## src/rtl/rcv_pkg.sv

```systemverilog
// rcv_pkg: shared types, frame-size constants and helpers for the receiver.
// Used by rcv_ctrl and flex_counter.
package rcv_pkg;

  typedef enum logic [2:0] {
    IDLE     = 3'd0,
    START    = 3'd1,
    RECV     = 3'd2,
    STOP_CHK = 3'd3,
    LOAD     = 3'd4
  } rcv_state_t;

  localparam logic [3:0] DSIZE_5 = 4'd5;
  localparam logic [3:0] DSIZE_7 = 4'd7;
  localparam logic [3:0] DSIZE_8 = 4'd8;

  function automatic logic [3:0] fix_dsize(
    input logic [3:0] d
  );
    unique case (d)
      DSIZE_5, DSIZE_7, DSIZE_8: return d;
      default:                   return DSIZE_8;
    endcase
  endfunction

  function automatic logic maj3(
    input logic [2:0] s
  );
    return (s[0] & s[1]) |
           (s[1] & s[2]) |
           (s[0] & s[2]);
  endfunction

endpackage

```

## src/rtl/rcv_flex_counter.sv

```systemverilog
// flex_counter: up-counter that wraps from rollover_val back to 1.
// rollover_flag is high while the count equals rollover_val.
module flex_counter
  import rcv_pkg::*;
#(
  parameter int WIDTH = 4
) (
  input  logic             clk,
  input  logic             rst,
  input  logic             clear,
  input  logic             count_enable,
  input  logic [WIDTH-1:0] rollover_val,
  output logic             rollover_flag
);

  localparam logic [WIDTH-1:0] ONE = WIDTH'(1);

  logic [WIDTH-1:0] count;

  assign rollover_flag = (count == rollover_val);

  always_ff @(posedge clk) begin
    if (rst) begin
      count <= '0;
    end else if (clear) begin
      count <= '0;
    end else if (count_enable) begin
      count <= rollover_flag ? ONE
                             : count + ONE;
    end
  end

endmodule

```

## src/rtl/rcv_ctrl.sv

```systemverilog
// rcv_ctrl: UART receive sequencer for an external 9-bit shift register.
// Define RCV_GLITCH_FILTER_EN to add a 3-sample majority line filter.
module rcv_ctrl
  import rcv_pkg::*;
#(
  parameter int PERIOD_W = 14
) (
  input  logic                clk,
  input  logic                rst,
  input  logic                serial_in,
  input  logic [PERIOD_W-1:0] bit_period,
  input  logic [3:0]          data_size,
  input  logic                stop_bit,
  output logic                shift_strobe,
  output logic                load_buffer,
  output logic                framing_error,
  output logic                busy
);

  localparam logic [PERIOD_W-1:0] MIN_PERIOD =
    PERIOD_W'(2);

  rcv_state_t state;
  rcv_state_t state_nx;

  logic line;
  logic prev;
  logic start_edge;
  logic accept;
  logic last_bit;
  logic tmr_flag;
  logic tmr_en;
  logic tmr_clear;

  logic [3:0]          dsize_q;
  logic [3:0]          bit_cnt;
  logic [PERIOD_W-1:0] period_q;
  logic [PERIOD_W-1:0] tmr_roll;

`ifdef RCV_GLITCH_FILTER_EN
  logic [2:0] filt_sr;
  logic       filt;

  always_ff @(posedge clk) begin
    if (rst) begin
      filt_sr <= 3'b111;
      filt    <= 1'b1;
    end else begin
      filt_sr <= {filt_sr[1:0], serial_in};
      filt    <= maj3(filt_sr);
    end
  end

  assign line = filt;
`else
  logic samp;

  always_ff @(posedge clk) begin
    if (rst) begin
      samp <= 1'b1;
    end else begin
      samp <= serial_in;
    end
  end

  assign line = samp;
`endif

  always_ff @(posedge clk) begin
    if (rst) begin
      prev <= 1'b1;
    end else begin
      prev <= line;
    end
  end

  assign start_edge = (state == IDLE) &&
                      prev && !line;
  assign accept     = (state == START) &&
                      tmr_flag && !line;
  assign last_bit   = (bit_cnt == dsize_q);

  assign shift_strobe = (state == RECV) &&
                        tmr_flag;
  assign load_buffer  = (state == LOAD);
  assign busy         = (state != IDLE);

  // START times half a bit; its wrap to 1
  // doubles as the timer restart for RECV.
  assign tmr_roll  = (state == START) ?
                     (period_q >> 1) : period_q;
  assign tmr_en    = start_edge ||
                     (state == START) ||
                     (state == RECV);
  assign tmr_clear = !tmr_en;

  flex_counter #(
    .WIDTH (PERIOD_W)
  ) u_bit_tmr (
    .clk           (clk),
    .rst           (rst),
    .clear         (tmr_clear),
    .count_enable  (tmr_en),
    .rollover_val  (tmr_roll),
    .rollover_flag (tmr_flag)
  );

  always_comb begin
    state_nx = state;
    unique case (state)
      IDLE: begin
        if (start_edge) state_nx = START;
      end
      START: begin
        if (tmr_flag) begin
          state_nx = line ? IDLE : RECV;
        end
      end
      RECV: begin
        if (shift_strobe && last_bit) begin
          state_nx = STOP_CHK;
        end
      end
      STOP_CHK: begin
        state_nx = stop_bit ? LOAD : IDLE;
      end
      LOAD: begin
        state_nx = IDLE;
      end
      default: begin
        state_nx = IDLE;
      end
    endcase
  end

  always_ff @(posedge clk) begin
    if (rst) begin
      state         <= IDLE;
      bit_cnt       <= '0;
      dsize_q       <= DSIZE_8;
      period_q      <= MIN_PERIOD;
      framing_error <= 1'b0;
    end else begin
      state <= state_nx;
      if (start_edge) begin
        dsize_q  <= fix_dsize(data_size);
        period_q <= (bit_period < MIN_PERIOD) ?
                    MIN_PERIOD : bit_period;
      end
      if (accept) begin
        bit_cnt       <= '0;
        framing_error <= 1'b0;
      end else if (shift_strobe) begin
        bit_cnt <= bit_cnt + 4'd1;
      end
      if ((state == STOP_CHK) && !stop_bit) begin
        framing_error <= 1'b1;
      end
    end
  end

endmodule

```

## config.mk

```make
export PLATFORM = sky130hd
export DESIGN_NAME = rcv_ctrl
export DESIGN_NICKNAME = d
export VERILOG_FILES = /design/src/rtl/rcv_pkg.sv /design/src/rtl/rcv_flex_counter.sv /design/src/rtl/rcv_ctrl.sv
export SDC_FILE = /design/constraint.sdc
export NUM_CORES = 1
export LEC_CHECK = 0
export ABC_AREA = 1
export CAP_MARGIN = 20
export CORE_MARGIN = 5
export CORE_UTILIZATION = 30
export CTS_BUF_LIST = sky130_fd_sc_hd__clkbuf_8
export DETAILED_ROUTE_END_ITERATION = 8
export HOLD_SLACK_MARGIN = 0.15
export PLACE_DENSITY = 0.48
export SYNTH_ARGS = -nofsm -noshare
export SYNTH_HDL_FRONTEND = slang
export SYNTH_SLANG_ARGS = --single-unit
```

## constraint.sdc

```tcl
create_clock -name clk -period 2.3 [get_ports clk]
set_clock_uncertainty 0.05 [all_clocks]
set_input_delay 0.23 -clock clk [delete_from_list [all_inputs] [get_ports clk]]
set_output_delay 0.23 -clock clk [all_outputs]
set_load 0.005 [all_outputs]
```

After elaboration in Yosys (flattened, before gate mapping):

Cells that the tools add are included.

* register bits after elaboration: 42
* output and inout bits: 4
* logic and storage cells: 56
* input bits: 22

* multiplexer cells: 12
* equality and inequality tests: 12
* order comparisons: 1
* reduce and logical (&&, ||, !) cells: 19
* bitwise gates (word level): 1
* add/subtract/negate cells: 2

Operators by type and width (number)
* $mux 14: 2
* $add 14x1->14 const B: 1
* $eq 14x14->1: 1
* $lt 14x2->1 const B: 1
* $mux 3: 4
* $pmux 3 s4: 1
* $eq 4x3->1 const B: 2
* $logic_and 1x1->1: 7
* $eq 3x2->1 const B: 2
* $reduce_or 3->1: 2
* $add 4x1->4 const B: 1
* $eq 4x4->1: 1
* $eq 4x4->1 const B: 1
* $mux 4: 1
* $ne 2x2->1 const B: 2
* $reduce_or 2->1: 2
* $eq 3x1->1 const B: 1
* $eq 3x3->1 const B: 1
* $logic_not 3->1: 1
* $mux 1: 3
* $reduce_and 3->1: 1
* $reduce_bool 3->1: 1
* $logic_not 1->1: 2
* $logic_or 1x1->1: 2
* 4 further kinds: 4

Longest topological paths before layout:

Gate-level depths: netlist of the first run.

* depth after elaboration: 7
* gate-level depth with buffers: 15
* gate-level depth less buffers: 14

Cells and area by module:

A second synthesis of the first run with hierarchy kept.

* cells, all modules: 361
* area, all modules: 2374.8 sq um

By module, submodules not included
* rcv_ctrl: area an instance 1410.1 sq um, cells each 196, times used 1, sequential area each 560.5 sq um
* flex_counter: area an instance 964.7 sq um, cells each 165, times used 1, sequential area each 280.3 sq um

Worst setup path after synthesis of the first run:

OpenSTA, ideal clock, no wires.

* path kind: register to register
* start: register state[0]
* end: register u_bit_tmr.count[3]
* setup time: 124 ps
* data required time: 2126 ps
* arrival time: 1682 ps
* slack: 444 ps
* clock period less this slack: 1856 ps
* buffers on the path: 2
* stages on the path, launching flop included: 15
* cells stage by stage: dfxtp_1 > inv_2 > nor2_2 > buf_6 > nand3_1 > nand3_1 > nand2_1 > nor2_1 > nand2_1 > nor2_2 > nand2_4 > inv_2 > or2_4 > buf_6 > nor3_4

* cells in the longest elaborated chain, start to end: 7
* elaborated cells on any way between the ends: 11
* classes of those cells: eq/ne (3); mux (1); bitwise (1); reduce/logical (6)

RTL lines
* start: declaration: RTL line rcv_ctrl.sv:23 `rcv_state_t state;`
* start signal: assignment: RTL line rcv_ctrl.sv:144 `state <= state_nx;`
* branches (longest 6 deep; another with $mux 14)
* $reduce_or 3->1 (no source line) *
* end signal: assignment: RTL line rcv_flex_counter.sv:28 `count <= rollover_flag ? ONE`
* end: declaration: RTL line rcv_flex_counter.sv:18 `logic [WIDTH-1:0] count;`

Mark *: on every way between the ends.
A chain may end at the register's enable or synchronous reset.

Final worst setup path of the first run:

* start: register state[0]
* end: register u_bit_tmr.count[11]

The elaborated chain is that of the path after synthesis.

==> results of run 1 <==
stage by stage:
stage	cell area, um^2	hold slack (ns)	setup slack (ns)
after floorplan	2350	0.258	0.444
after global placement	2810	0.412	-0.0976
after detailed placement	2810	0.417	-0.113
after CTS	3000	0.432	0.0346
after global routing	3040	0.454	0.00242
final	3040	0.430	0.156
layer usage:
| layer | GRT usage, % | wire length, um | up-vias |
|---|---|---|---|
| met5 | 0 | 0 | - |
| met4 | 2.94 | 128 | 0 |
| met3 | 3.47 | 379 | 11 |
| met2 | 21.2 | 2920 | 51 |
| met1 | 17.9 | 2980 | 1054 |
| li1 | - | - | 1209 |
how the worst min path moves through the flow:
stage                                  from                  endpoint  depth (start not counted)
global placement    dsize_q[3]$_SDFFE_PP1P_   dsize_q[3]$_SDFFE_PP1P_                          2
floorplan                               rst  period_q[4]$_SDFFE_PP0P_                          1
detailed placement  dsize_q[3]$_SDFFE_PP1P_   dsize_q[3]$_SDFFE_PP1P_                          2
finish              dsize_q[3]$_SDFFE_PP1P_   dsize_q[3]$_SDFFE_PP1P_                          2
global route                      serial_in           line$_SDFF_PP1_                          2
CTS                 dsize_q[3]$_SDFFE_PP1P_   dsize_q[3]$_SDFFE_PP1P_                          2
critical path, stage by stage (launching register included):
cell and delay, ns:
dfxtp_4 0.36, inv_2 0.06, nor2_4 0.11, buf_4 0.16, nand3_1 0.08, nand3_1 0.08
nand2_1 0.06, nor2_1 0.10, nand2_1 0.10, nor2_4 0.16, nand2_4 0.08, buf_4 0.13
buf_4 0.14, inv_4 0.08, or2_4 0.21, nor3_1 0.06
sequential cells by signal (all words and copies together), names as in the netlist:
| signal | count |
|---|---|
| period_q | 14 |
| u_bit_tmr.count | 14 |
| bit_cnt | 4 |
| dsize_q | 4 |
| state | 3 |
| framing_error | 1 |
| line | 1 |
| prev | 1 |
power groups by stage:
| stage | clock [mW] | sequential, mW | combinational (mW) |
|---|---|---|---|
| after CTS | 0.596 | 0.829 | 0.892 |
| after floorplan | 0 | 0.836 | 0.555 |
| after detailed placement | 0 | 0.847 | 0.786 |
| after global routing | 0.635 | 0.836 | 1.02 |
| after global placement | 0 | 0.845 | 0.783 |
| final | 0.585 | 0.830 | 0.919 |
synthesized netlist by cell type, types with 2 or more instances:
cell      instances  share of area (%)
inv_1            40                6.4
xnor2_1           5                1.9
nor3_4            2                1.4
dfxtp_1          42                 36
nand3_1          35                7.5
clkbuf_1          4               0.64
nor2_1           29                4.6
a211oi_1          5                1.6
a21oi_1          14                3.0
nor2_2            6                1.6
o21ai_0          11                2.3
a31oi_1           2               0.53
nor4_1            3               0.80
nand4_1           4                1.1
xor2_1            4                1.5
nand3_2           5                2.1
buf_6             3                1.4
a21oi_2           6                2.2
nor3_1            9                1.9
inv_2             5               0.80
ha_1              2                1.1
or2_2             2               0.53
nand2_1         100                 16
cells by family (layout without fill, tap and decap cells):
logic type,after synthesis,after routing,share of synthesized area [%]
and+or+nand+nor,200,203,40.3
buffers and inverters,54,101,9.80
DFF,42,42,35.8
AOI/OAI and AO/OA,38,38,9.70
xor gates and xnor gates,9,9,3.36
adders and majority gates,2,2,1.07
area by class of cell:
type | count | area, um^2
fill | 851 | 4650
clock buffer | 5 | 68.8
inverter | 45 | 176
clock inverter | 3 | 37.5
timing repair buffer | 48 | 425
tap | 102 | 128
sequential | 42 | 850
multi-input combinational | 252 | 1350
timing repair:
action                                 4_1_cts  5_1_grt
endpoints found under the hold margin        0        0
gates cloned                                 2        1
gates resized for setup                     15       11
pin swaps                                    5        4
buffers inserted                             4        1
setup endpoints to repair                    1       19
==> flow_summary.toml, run 1 <==
[floorplan]
floorplan.initialDensity_pct = 30.6
core_area_mm2 = 0.00769
io_pins = 26
fp.dieW_um = 98.5
die_area_mm2 = 0.00970
die-height_um = 98.5
std_cell_rows = 32

[clock_tree]
clock_latency_ns = 0.29
clkTransAtPathRegs_ns = 0.08
htreeDepth = 2
clock-sinks = 42
hold_buffers = 0
cts_buffers = 5
clockBufferDepth = 2
tritoncts = "built"
root_buffer = "clkbuf_8"

[placed_design]
port_buffers = 25
placedCellCount = 482
globalplace.congestion = 0.778
dpl.hpwl_mm = 4.44

[finish]
final_cell_mix = "98 x nand2_1, 42 x inv_1, 39 x dfxtp_1"
fin_nets = 418
areaGrowthSynthToFinish_pct = 29.4
fin_cells = 497
final_layout_size_suffix_gt1_share_pct = 18.5
final_common_cell = "nand2_1"
num_antenna_cells = 0
fin_util_pct = 39.5

[synth]
yosys_register_bits = 42
synth_area_mm2 = 0.00235
async_reset_ff_share_pct = 0
synth_edf_count = 0
synthCells = 345
seq_area_frac_synth_pct = 35.8
synth_cell_type_count = 30
ys_warn_count = 0
synth_nets = 369
syn_avg_cell_area_um2 = 6.81
ys.flop_type = "dfxtp_1"

[timing]
final_hold_viol_count = 0
tns_ns = 0
slew_headroom_pct = 55.3
slew_violations = 0
fmax_mhz = 466
period_needed_ns = 2.14
finalCritPeriodShare_pct = 93.2
setup_violations = 0
rsz0062_at_grt = "no"
worstMarginPinSlew_ns = 0.664

[routing]
routed_via_density = 4.68
routedWlPerCell_um = 12.9
first_iter_violations = 86
first_pass_iters = 6
routed_wl_mm = 6.42
vias = 2325
postRouteAntennaNets = 0
drc_errors = 0

[critical_path]
r2r-start = "state[0]$_SDFFE_PP0P_"
critPathMaxFanout = 7
arrival_ns = 2.27
regToRegEndpoint = "u_bit_tmr.count[11]$_SDFF_PP0_"
critPathRequiredTime_ns = 2.42
critPathCaptureType = "flop"
worstSetupStartpoint = "state[0]$_SDFFE_PP0P_"
r2r_slack_ns = 0.16
worstRegToRegCells = 15
crit_type = "flop to flop"
endpoint = "u_bit_tmr.count[11]$_SDFF_PP0_"
crit_path_start_kind = "flop"

[global_routing]
track_usage_pct = 13.2
grt_max_degree = 25
grt_pass1_vias = 2134
antenna_found_initial = 0
grt-ovfl-total = 0
grt_pass1_wl_mm = 10.3

[power_and_ir_drop]
p_comb_share_pct = 39.4
intPower_mw = 1.48
p_per_area_mw_per_mm2 = 768
power_mw = 2.33
p_leak_nw = 1.26
ir_worst_vdd_uv = 307
p_sw_uw = 858
power_frac_seq_pct = 35.6
power_frac_clock_pct = 25.1
switching_share_pct = 36.8

[status]
outcome = "finished, final reports clean"

[worst_hold_path]
hold_path_class = "flop to flop"

[run]
maxCapViolCount = 0
Power figures use the tool's default switching activity.
==> run 2: changes to the inputs <==
==> constraint.sdc (replaced) <==
create_clock -name clk -period 2.3 [get_ports clk]
set_clock_uncertainty 0.05 [all_clocks]
set_input_delay 0.46 -clock clk [delete_from_list [all_inputs] [get_ports clk]]
set_output_delay 0.46 -clock clk [all_outputs]
set_load 0.005 [all_outputs]
==> run 2 against run 1 <==
Compared with the run above:
- hold slack lost 0.0056 ns
- first-iteration DRC count shrank 24%
- non-clock buffer count grew 3
- global-route usage grew 0.15 points
- utilization grew 0.41 points
- largest power group unchanged
- routed wire length shrank 3.4%
- the flow now finishes with violations (setup timing)
- worst setup slack lost 0.19 ns
- register-to-register slack lost 0.03 ns
- clock power shrank 2%
==> flow_summary.toml, run 2 (same netlist as run 1, synthesis figures left out) <==
[status]
outcome = "finished with violations"
failed_checks = "setup timing"

[critical_path]
crit_path_start_kind = "flop"
path_cells = "nor3_4 > buf_6 > nand2_1 > nand3_1 > nand2_1 > nor2_1 > nand2_1 > nor2_4 > nand2_4 > nor2_8 > buf_6"
critPathMaxFanout = 6
crit_type = "flop to output port"
cp_slowest_cell = "dfxtp_4"
critPathRequiredTime_ns = 1.79
cp_common_cell = "nand2_1"
r2r-start = "state[2]$_SDFFE_PP0P_"
critPathCaptureType = "output port"
arrival_ns = 1.83
worstSetupStartpoint = "state[2]$_SDFFE_PP0P_"
cp_slowest_stage_delay_ns = 0.39

[finish]
fin_nets = 420
register_area_um2 = 852
fin_cells = 499
finish.instance_area_mm2 = 0.00307
reg_top3 = "period_q x14, u_bit_tmr.count x14"
final_layout_size_suffix_gt1_share_pct = 19.4
fillCellCount = 865
areaGrowthSynthToFinish_pct = 30.7
final_common_cell = "nand2_1"
final_cell_mix = "98 x nand2_1, 40 x inv_1, 39 x dfxtp_1"
multi_input_area_mm2 = 0.00134
num_antenna_cells = 0
fin_util_pct = 39.9

[timing]
hold_slack_ns = 0.424
final_hold_viol_count = 0
period_needed_ns = 2.34
slew_violations = 0
rsz0062_at_grt = "yes"
fmax_mhz = 428
setup_ws_ns = -0.0360
slew_headroom_pct = 68.5
worstMarginPinSlew_ns = 0.468
setup_violations = 1
finalCritPeriodShare_pct = 102

[global_routing]
track_usage_pct = 13.4
grt_pass1_wl_mm = 10.5
antenna_found_initial = 0
grt_max_degree = 25
grt_pass1_vias = 2154
grt-ovfl-total = 0

[clock_tree]
tritoncts = "built"
hold_buffers = 0
clock_latency_ns = 0.30
clkTransAtPathRegs_ns = 0.08
clock-sinks = 42
clockBufferDepth = 2
htreeDepth = 2
cts_buffers = 5
root_buffer = "clkbuf_8"

[routing]
postRouteAntennaNets = 0
drc_errors = 0
routedWlPerCell_um = 12.4
routed_via_density = 4.52
routed_wl_mm = 6.20
first_pass_iters = 4
first_iter_violations = 65
vias = 2257

[run]
maxCapViolCount = 0

[floorplan]
die_area_mm2 = 0.00970
std_cell_rows = 32
fp.dieW_um = 98.5
floorplan.initialDensity_pct = 30.6
core_area_mm2 = 0.00769
die-height_um = 98.5
io_pins = 26

[power_and_ir_drop]
p_per_area_mw_per_mm2 = 756
ir_worst_vdd_uv = 360
p_leak_nw = 1.27

[worst_hold_path]
hold_path_class = "flop to flop"
hp-start = "line$_SDFF_PP1_"

[placed_design]
port_buffers = 25
placedCellCount = 484
dpl.hpwl_mm = 4.51
postPlaceCellArea_mm2 = 0.00282
pre_cts_ws_ns = -0.328
globalplace.congestion = 0.791
-- run 2: final cells by class --
type / count / area share [%]
clock buffers: 8 / 3.59
inverters: 45 / 5.75
multi-input cells: 251 / 43.7
flip-flops and latches: 42 / 27.8
well taps: 102 / 4.16
repair buffers: 51 / 15.0
-- run 2: path summary, 6_finish.rpt --
check	endpoint	slack, ns	cells after the start
worst max-delay path	shift_strobe	-0.04	11
worst min-delay path	prev$_SDFF_PP1_	0.42	2
worst max register to register	u_bit_tmr.count[13]$_SDFF_PP0_	0.13	14
worst min register to register	prev$_SDFF_PP1_	0.42	2
-- run 2: per-layer routing --
metal	track usage, %	up-vias	share of wire (%)
met5	0	-	0
met4	3.99	0	1.5
met3	3.40	8	5.3
met2	21.2	50	46
met1	17.9	985	48
li1	-	1214	-
-- run 2: timing repair --
| action | CTS | global route |
|---|---|---|
| resized for setup | 18 | 12 |
| endpoints found under the setup margin | 1 | 5 |
| gates cloned | 2 | 0 |
| buffers inserted | 2 | 3 |
| pin swaps | 5 | 6 |
-- run 2: report_power, final --
| part | switching [mW] | internal (mW) | total, mW |
|---|---|---|---|
| Combinational | 0.527 | 0.392 | 0.919 |
| Clock | 0.269 | 0.304 | 0.572 |
| Sequential | 0.0475 | 0.782 | 0.830 |
| Total | 0.843 | 1.48 | 2.32 |
-- run 2: stage by stage --
step           TNS, ns  power [mW]
2_1_floorplan        0        1.39
3_3_place_gp    -0.328        1.63
3_5_place_dp    -0.328        1.63
4_1_cts         -0.131        2.30
5_1_grt         -0.171        2.50
6_report       -0.0360        2.32
-- run 2: worst max-delay path: cells and delay by family, from the launching register on --
kind | cells | cell delay, ns
buffers and inverters | 2 | 0.26
DFF | 1 | 0.39
and+or+nand+nor | 9 | 0.87
